## config.mk

```make
export PLATFORM = sky130hd
export DESIGN_NAME = uart_cmd_parser
export DESIGN_NICKNAME = d
export VERILOG_FILES = /design/src/rtl/crg_uart_pkg.sv /design/src/rtl/uart_tx_serializer.sv /design/src/rtl/uart_cmd_parser.sv
export SDC_FILE = /design/constraint.sdc
export NUM_CORES = 1
export LEC_CHECK = 0
export CORE_ASPECT_RATIO = 0.75
export CORE_MARGIN = 2
export CORE_UTILIZATION = 30
export DETAILED_ROUTE_END_ITERATION = 6
export SLEW_MARGIN = 40
export SYNTH_ARGS = -nofsm -noshare
export SYNTH_HDL_FRONTEND = slang
export SYNTH_SLANG_ARGS = --single-unit
```

## constraint.sdc

```tcl
create_clock -name CLK100MHZ -period 2.1 [get_ports CLK100MHZ]
set_input_delay 0.42 -clock CLK100MHZ [delete_from_list [all_inputs] [get_ports CLK100MHZ]]
set_output_delay 0.42 -clock CLK100MHZ [all_outputs]
set_load 0.01 [all_outputs]
```

## src/rtl/crg_uart_pkg.sv

```systemverilog
// crg_uart_pkg: command bytes, error codes and parser states shared by the UART command path
package crg_uart_pkg;
  localparam logic [7:0] CMD_WRITE = 8'h10;
  localparam logic [7:0] CMD_READ  = 8'h20;
  localparam logic [7:0] CMD_RUN   = 8'h40;
  typedef enum logic [2:0] {
    ERR_NONE    = 3'd0,
    ERR_CMD     = 3'd1,
    ERR_TIMEOUT = 3'd2,
    ERR_BUSY    = 3'd3,
    ERR_OVERRUN = 3'd4
  } err_e;
  typedef enum logic [2:0] {S_IDLE, S_ADDR, S_DATA, S_WR, S_RD_REQ, S_RD_LAT, S_TX} state_e;
endpackage

```

## src/rtl/uart_tx_serializer.sv

```systemverilog
// uart_tx_serializer: parallel-load shift register emitting DATA_BYTES bytes LSB-first over valid/ready
// ports: clk, rst_n (async, active-low); load/din capture a word; tx_data/tx_valid/tx_ready handshake;
// done pulses combinationally on the final accepted byte
module uart_tx_serializer #(
  parameter int DATA_BYTES = 16
) (
  input  logic                    clk,
  input  logic                    rst_n,
  input  logic                    load,
  input  logic [8*DATA_BYTES-1:0] din,
  output logic [7:0]              tx_data,
  output logic                    tx_valid,
  input  logic                    tx_ready,
  output logic                    done
);
  localparam int CW = $clog2(DATA_BYTES) + 1;
  logic [8*DATA_BYTES-1:0] sh;
  logic [CW-1:0]           cnt;
  assign tx_data = sh[7:0];
  assign done    = tx_valid && tx_ready && cnt == CW'(DATA_BYTES - 1);
  always_ff @(posedge clk or negedge rst_n)
    if (!rst_n) begin
      sh       <= '0;
      cnt      <= '0;
      tx_valid <= 1'b0;
    end else if (load) begin
      sh       <= din;
      cnt      <= '0;
      tx_valid <= 1'b1;
    end else if (tx_valid && tx_ready) begin
      sh       <= sh >> 8;
      cnt      <= cnt + 1'b1;
      tx_valid <= !done;
    end
endmodule

```

## src/rtl/uart_cmd_parser.sv

```systemverilog
// uart_cmd_parser: parses WRITE/READ/RUN byte frames from the UART into register-file and run strobes
// ports: CLK100MHZ, ck_rst_n (async, active-low); rx_data/rx_valid incoming bytes;
// tx_data/tx_valid/tx_ready read-back bytes; reg_addr/reg_wdata/reg_wr_en/reg_rd_en/reg_rdata register port;
// run_busy/run_pulse run control; err_pulse/err_code error reporting
module uart_cmd_parser
  import crg_uart_pkg::*;
#(
  parameter  int DATA_BYTES  = 16,
  parameter  int ADDR_W      = 8,
  parameter  int TIMEOUT_CYC = 100000,
  localparam int DATA_W      = 8 * DATA_BYTES
) (
  input  logic              CLK100MHZ,
  input  logic              ck_rst_n,
  input  logic [7:0]        rx_data,
  input  logic              rx_valid,
  output logic [7:0]        tx_data,
  output logic              tx_valid,
  input  logic              tx_ready,
  output logic [ADDR_W-1:0] reg_addr,
  output logic [DATA_W-1:0] reg_wdata,
  output logic              reg_wr_en,
  output logic              reg_rd_en,
  input  logic [DATA_W-1:0] reg_rdata,
  input  logic              run_busy,
  output logic              run_pulse,
  output logic              err_pulse,
  output logic [2:0]        err_code
);
  localparam int CW = $clog2(DATA_BYTES) + 1;
  localparam int TW = $clog2(TIMEOUT_CYC) + 1;
  state_e        state;
  logic          wr;
  logic [CW-1:0] bcnt;
  logic [TW-1:0] tcnt;
  logic          tx_done;
  logic          rx_drop;
  logic          t_exp;
  assign rx_drop = rx_valid && state inside {S_WR, S_RD_REQ, S_RD_LAT, S_TX};
  assign t_exp   = tcnt == TW'(TIMEOUT_CYC - 1);
  uart_tx_serializer #(.DATA_BYTES(DATA_BYTES)) u_tx (
    .clk      (CLK100MHZ),
    .rst_n    (ck_rst_n),
    .load     (state == S_RD_LAT),
    .din      (reg_rdata),
    .tx_data  (tx_data),
    .tx_valid (tx_valid),
    .tx_ready (tx_ready),
    .done     (tx_done)
  );
  // Strobes are raised on the transition into WR/RD_REQ so they appear the cycle after the byte.
  // The overrun check sits after the case so it overrides a same-cycle clear of err_code.
  always_ff @(posedge CLK100MHZ or negedge ck_rst_n)
    if (!ck_rst_n) begin
      state     <= S_IDLE;
      wr        <= 1'b0;
      bcnt      <= '0;
      tcnt      <= '0;
      reg_addr  <= '0;
      reg_wdata <= '0;
      reg_wr_en <= 1'b0;
      reg_rd_en <= 1'b0;
      run_pulse <= 1'b0;
      err_pulse <= 1'b0;
      err_code  <= ERR_NONE;
    end else begin
      reg_wr_en <= 1'b0;
      reg_rd_en <= 1'b0;
      run_pulse <= 1'b0;
      err_pulse <= 1'b0;
      tcnt      <= '0;
      case (state)
        S_IDLE: if (rx_valid) begin
          if (rx_data == CMD_WRITE || rx_data == CMD_READ) begin
            wr    <= rx_data == CMD_WRITE;
            state <= S_ADDR;
          end else if (rx_data == CMD_RUN && !run_busy) begin
            run_pulse <= 1'b1;
            err_code  <= ERR_NONE;
          end else begin
            err_pulse <= 1'b1;
            err_code  <= rx_data == CMD_RUN ? ERR_BUSY : ERR_CMD;
          end
        end
        S_ADDR, S_DATA: if (rx_valid) begin
          if (state == S_ADDR) begin
            reg_addr  <= rx_data[ADDR_W-1:0];
            bcnt      <= '0;
            reg_rd_en <= !wr;
            state     <= wr ? S_DATA : S_RD_REQ;
          end else begin
            reg_wdata <= {rx_data, reg_wdata[DATA_W-1:8]};
            bcnt      <= bcnt + 1'b1;
            if (bcnt == CW'(DATA_BYTES - 1)) begin
              reg_wr_en <= 1'b1;
              state     <= S_WR;
            end
          end
        end else if (t_exp) begin
          err_pulse <= 1'b1;
          err_code  <= ERR_TIMEOUT;
          state     <= S_IDLE;
        end else tcnt <= tcnt + 1'b1;
        S_WR: begin
          err_code <= ERR_NONE;
          state    <= S_IDLE;
        end
        S_RD_REQ: state <= S_RD_LAT;
        S_RD_LAT: state <= S_TX;
        S_TX: if (tx_done) begin
          err_code <= ERR_NONE;
          state    <= S_IDLE;
        end
        default: state <= S_IDLE;
      endcase
      if (rx_drop) begin
        err_pulse <= 1'b1;
        err_code  <= ERR_OVERRUN;
      end
    end
endmodule

```

=== Word-level counts from Yosys, hierarchy flattened ===
Cells that the tools add are included.

* Reduce and logical (&&, ||, !) cells: 19
* Div/mod/pow operators: 0
* Shift-type cells: 0
* Muxes and demuxes: 45
* Bitwise gates (word level): 1
* Equal/unequal tests: 22
* Add/subtract/negate cells: 3
* Magnitude comparators: 0
* Multipliers: 0

{| class="wikitable"
|+ Operator list
! operator !! number
|-
| 128-bit 2-to-1 mux || 2
|-
| 18-bit 2-to-1 mux || 3
|-
| 3-bit 2-to-1 mux || 13
|-
| 1-bit 2-to-1 mux || 19
|-
| 18-bit by 1-bit adder with 18-bit output, second input constant || 1
|-
| 18-bit by 17-bit == test with 1-bit output, second input constant || 1
|-
| 5-bit 2-to-1 mux || 3
|-
| 3-bit inequality test, second input constant || 5
|-
| 3-bit case mux with 5 select lines || 1
|-
| 3-bit case mux with 4 select lines || 1
|-
| 5-bit by 1-bit adder with 5-bit output, second input constant || 2
|-
| 5-bit by 4-bit == test with 1-bit output, second input constant || 2
|-
| 3-bit == test, second input constant || 3
|-
| 3-bit AND reduction || 3
|-
| 8-bit by 5-bit == test with 1-bit output, second input constant || 1
|-
| 8-bit by 6-bit == test with 1-bit output, second input constant || 1
|-
| 8-bit by 7-bit == test with 1-bit output, second input constant || 1
|-
| 3-bit by 2-bit == test with 1-bit output, second input constant || 2
|-
| 6-bit AND reduction || 1
|-
| 5-bit AND reduction || 1
|-
| 5-bit nonzero test || 1
|-
| 1-bit logical AND || 4
|-
| 2-bit 2-to-1 mux || 2
|-
| 2-bit inequality test, second input constant || 2
|-
| 13 further kinds || 15
|}

* Logic and storage cells: 104
* ROM bits: 0
* Register bits after elaboration: 304
* Output and inout bits: 152
* Bits in writable memories: 0
* Input port bits: 141
* Latch bits: 0
* Memories kept: 0

=== Depth between registers and ports, before layout ===
* Word-level depth: 7
* Depth in mapped cells: 8
* Mapped depth without buffers: 7

=== Cells and area by module ===
A second synthesis with hierarchy kept.

* Cell total of the unflattened synthesis: 1338
* Area total of the unflattened synthesis: 12997.5 µm²

{| class="wikitable"
|+ By module, submodules not included
! module !! times used !! sequential area each (µm²) !! area an instance (µm²) !! cells each
|-
| uart_cmd_parser || 1 || 4254.1 || 6821.5 || 745
|-
| uart_tx_serializer || 1 || 3353.2 || 6175.9 || 593
|}

=== Least setup slack after synthesis ===
Ideal clock, no wire load.

* Path type: input port to flip-flop
* Start point: in rx_data[0]
* End point: reg err_code[1]
* Data required time: 1978 ps
* Path slack: 326 ps
* Path buffers: 0
* Data arrival time: 1653 ps
* Stages: 5
* Setup time: 122 ps
* Cells stage by stage: or4_4 nor4_4 nand2_1 and3_4 a32o_1

* Cells in the longest elaborated chain, start to end: 7
* Elaborated cells on any way between the ends: 13
* Classes of those cells: 4 x eq/ne; 6 x mux; 3 x reduce/logical

{| class="wikitable"
|+ RTL lines
! item !! line !! text
|-
| from (decl) || uart_cmd_parser.sv:15 || <nowiki>input logic [7:0] rx_data,</nowiki>
|-
| 8-bit by 7-bit == test with 1-bit output || uart_cmd_parser.sv:77, uart_cmd_parser.sv:82 ||
|-
| 2-bit 2-to-1 mux or 1-bit logical AND (tied branches) || uart_cmd_parser.sv:82, uart_cmd_parser.sv:77 ||
|-
| 2-bit 2-to-1 mux || uart_cmd_parser.sv:77 || <nowiki>end else if (rx_data == CMD_RUN && !run_busy) begin</nowiki>
|-
| 3-bit 2-to-1 mux || uart_cmd_parser.sv:74 || <nowiki>if (rx_data == CMD_WRITE || rx_data == CMD_READ) begin</nowiki>
|-
| 3-bit 2-to-1 mux || uart_cmd_parser.sv:73 || <nowiki>S_IDLE: if (rx_valid) begin</nowiki>
|-
| 3-bit case mux with 4 select lines || uart_cmd_parser.sv:72 || <nowiki>case (state)</nowiki>
|-
| 3-bit 2-to-1 mux || uart_cmd_parser.sv:116 || <nowiki>if (rx_drop) begin</nowiki>
|-
| to (signal assigned) || uart_cmd_parser.sv:82 || <nowiki>err_code <= rx_data == CMD_RUN ? ERR_BUSY : ERR_CMD;</nowiki>
|-
| to (decl) || uart_cmd_parser.sv:28 || <nowiki>output logic [2:0] err_code</nowiki>
|}

Several ways; a longest one is shown, not always the timed one. The select of a mux whose other input is x is not followed.
A chain may end at the register's enable or synchronous reset.

=== Worst setup path in the final report ===
* Start point: reg u_tx.tx_valid
* End point: out tx_valid

{| class="wikitable"
|+ RTL lines
! item !! line !! text
|-
| from (decl) || uart_tx_serializer.sv:12 || <nowiki>output logic tx_valid,</nowiki>
|-
| from (signal assigned) || uart_tx_serializer.sv:33 || <nowiki>tx_valid <= !done;</nowiki>
|-
| to (decl) || uart_cmd_parser.sv:18 || <nowiki>output logic tx_valid,</nowiki>
|}

No word-level cell between the ends.

==> results.yml <==
run_status:
  status: "finished, final reports clean"
layout:
  area.growth.synth_to_final_pct: 39.8
  layout.filler_cells: 4178
  num-nets-final: 1902
  fraction_of_final_layout_cells_sized_beyond_drive_strength_1_pct: 6.97
logic_synthesis:
  avg_cell_area_syn_um2: 8.69
  ys_top_cells_by_count: "nand2_1, dfrtp_1, nor2_1"
  post_synth_num_cell_types: 43
  post_synth_instance_area_mm2: 0.0128
  synth.ff_latch_count: 304
  mappedNetlistNets: 1623
  postSynth.topFlopCell: "dfrtp_1"
  ys_async_sr_fraction_pct: 100
  synth_area_leaders: "dfrtp_1, nand2_1, a31oi_1"
  yosysMostFrequentCell: "nand2_1"
  synth_largest_area_cell: "dfrtp_1"
  netlist_instances: 1477
  synth_top_cell_area_share_pct: 59.3
  synth_edf_count: 0
  synth_warnings: 0
  sequential_share_of_the_synthesized_area_pct: 59.3
place:
  place.gp.congestion: 0.814
  port_buffers: 292
  post-place-ws_ps: -239
  hpwlAfterDp_um: 26100
clock_tree:
  postCtsSetupRepairBufs: 0
  clock_tree.root_cell: "clkbuf_16"
  cts_max_path_buffers: 3
  cts_tree: "yes"
  clock-sinks: 304
  cts_buffers: 35
  worstSkewPairLatency_ps: 520
  htree_num_levels: 2
  clkTransAtPathRegs_ps: 50
setup_path:
  ordered_list_of_cells_on_the_worst_path: "clkdlybuf4s50_1"
  worstSetupStartpointType: "register"
  critPathSlowestCell: "clkdlybuf4s50_1"
  crit_arrival_ps: 1580
  required_ps: 1680
  slowest_delay_ps: 650
  timing.critical_path.max_delay_family: "buffers and inverters"
  crit_path_max_fanout: 4
  worstSetupEndpointType: "primary output"
  crit_buf_inv: 1
  worstSetupPathType: "reg2out"
route:
  wl_per_cell_um: 15.9
  first_drt_iteration_drcs: 783
  via_per_inst: 4.69
  via_count: 11011
  drc: 0
  drtPass1Iterations: 5
  drt-total-wl_um: 37400
  detail-route-antenna-nets: 0
power_and_ir_drop:
  power_uw: 21100
  pd_cells_mw_per_mm2: 1180
  power.ir.vdd_worst_mv: 0.523
  leakage_uw: 0.00841
sta:
  timing.setup.tns_ps: 0
  report.final.setup_viol: 0
  slew_headroom_pct: 62.2
  clock-skew-final_ps: 14.6
  finalWorstPathRequiredPeriod_ps: 2000
  setup_slack_ps: 98.9
  final_min_period_over_clock_period_pct: 95.3
  worst_pin_slew_ps: 561
  finalHoldViolations: 0
  drv_slew: 0
  unrepaired_setup_endpoints_after_global_routing: "false"
  timing.fmax_mhz: 500
die:
  die_x_um: 243
  initial_core_util_pct: 30.5
  fp.dieH_um: 183
  top_level_ports: 293
  core_region_area_mm2: 0.0421
  placementRows: 65
  design.die.area_mm2: 0.0445
global_routing:
  global_route.usage.total_pct: 16.5
  initial_antenna_violation_count: 1
  grt.overflow.total: 0
  pin_count_of_the_biggest_net_entering_global_routing: 205
  first_pass_grt_wire_length_um: 59400
  first_global_vias: 10662
flow_run:
  maxCapViolations: 0
min_path:
  timing.hold.worst.class: "in2async"
==> area by class of cell <==
class / count / area (um2) / share of cell area (%)
sequential: 304 / 7610 / 42.4
antenna: 1 / 2.50 / 0.0139
timing repair buffer: 345 / 3650 / 20.4
multi-input combinational: 1062 / 4780 / 26.6
clock buffer: 54 / 1070 / 5.96
tap: 569 / 712 / 3.97
clock inverter: 7 / 85.1 / 0.474
inverter: 8 / 30.0 / 0.167
==> placed cells by master, fill, tap and decap left out, types with 3 or more instances in the layout <==
| cell | Yosys | routed |
|---|---|---|
| a21oi_1 | 5 | 5 |
| nand2_4 | 0 | 3 |
| clkbuf_8 | 0 | 8 |
| a31oi_1 | 120 | 120 |
| o21ai_1 | 3 | 3 |
| o21ai_0 | 13 | 13 |
| and4_1 | 3 | 3 |
| mux2_2 | 8 | 8 |
| buf_4 | 9 | 27 |
| dfrtp_1 | 304 | 304 |
| nand4_1 | 5 | 5 |
| nand3_1 | 21 | 21 |
| clkinv_2 | 0 | 5 |
| clkbuf_1 | 69 | 9 |
| nor2b_1 | 4 | 4 |
| nand2_1 | 664 | 661 |
| xnor2_1 | 8 | 8 |
| inv_1 | 8 | 8 |
| clkdlybuf4s50_1 | 0 | 291 |
| nor2_1 | 151 | 150 |
| ha_1 | 5 | 5 |
| buf_12 | 0 | 23 |
| clkbuf_16 | 0 | 38 |
| and3_1 | 8 | 8 |
| a211oi_1 | 3 | 3 |
| nor4_1 | 3 | 3 |
| xor2_1 | 14 | 14 |
==> registers in the layout, summed over array words and instances (netlist names) <==
name,flops
run_pulse,1
u_tx.cnt,5
err_code,3
u_tx.sh,128
reg_rd_en,1
u_tx.tx_valid,1
reg_wdata,128
reg_addr,8
bcnt,5
reg_wr_en,1
tcnt,18
err_pulse,1
state,3
wr,1
==> what timing repair did <==
action	CTS	global route
hold buffers	1	0
setup endpoints to repair	0	43
gates resized for setup	0	1
endpoints found under the hold margin	143	0
==> through the flow <==
stage	area (um2)	hold WS (ps)	util (%)	instances
CTS	17900	278	42.5	2347
global route	17900	289	42.6	2350
finish	17900	310	42.6	2350
detailed placement	16700	227	39.7	2285
floorplan	12800	124	-	1477
global placement	16700	226	39.7	2285
==> kinds of logic after synthesis <==
logic type	after synthesis	share of synthesized area, %
buf+inv	111	3.73
xor+xnor	22	1.50
mux	8	0.702
compound gates	157	7.72
flops	304	59.3
simple gates	870	26.6
fa+ha+maj	5	0.487
==> routing by layer <==
metal | wire (um) | up-vias | GRT usage [%] | part of all wire (%)
li1 | - | 5327 | - | -
met1 | 17400 | 5378 | 23.6 | 46
met2 | 17500 | 243 | 25.6 | 47
met3 | 1590 | 63 | 2.72 | 4.3
met4 | 938 | 0 | 5.23 | 2.5
met5 | 0 | - | 0 | 0
==> power breakdown <==
group	internal, uW	switching [uW]
Clock	3740	2390
Sequential	7590	1200
Combinational	3070	3150
==> worst paths after layout <==
check | from | end | slack, ps | cells after the start
setup / recovery | u_tx.tx_valid | tx_valid | 100 | 1
hold / removal | ck_rst_n | u_tx.sh[42] | 310 | 2
setup reg to reg | tcnt[0] | tcnt[9] | 180 | 7
hold reg to reg | reg_wdata[4] | reg_wdata[4] | 480 | 2
max in group asynchronous | ck_rst_n | u_tx.sh[122] | 1110 | 3
min in group CLK100MHZ | reg_rdata[123] | u_tx.sh[123] | 440 | 3
Note: power is estimated with default switching activity, not from simulation.
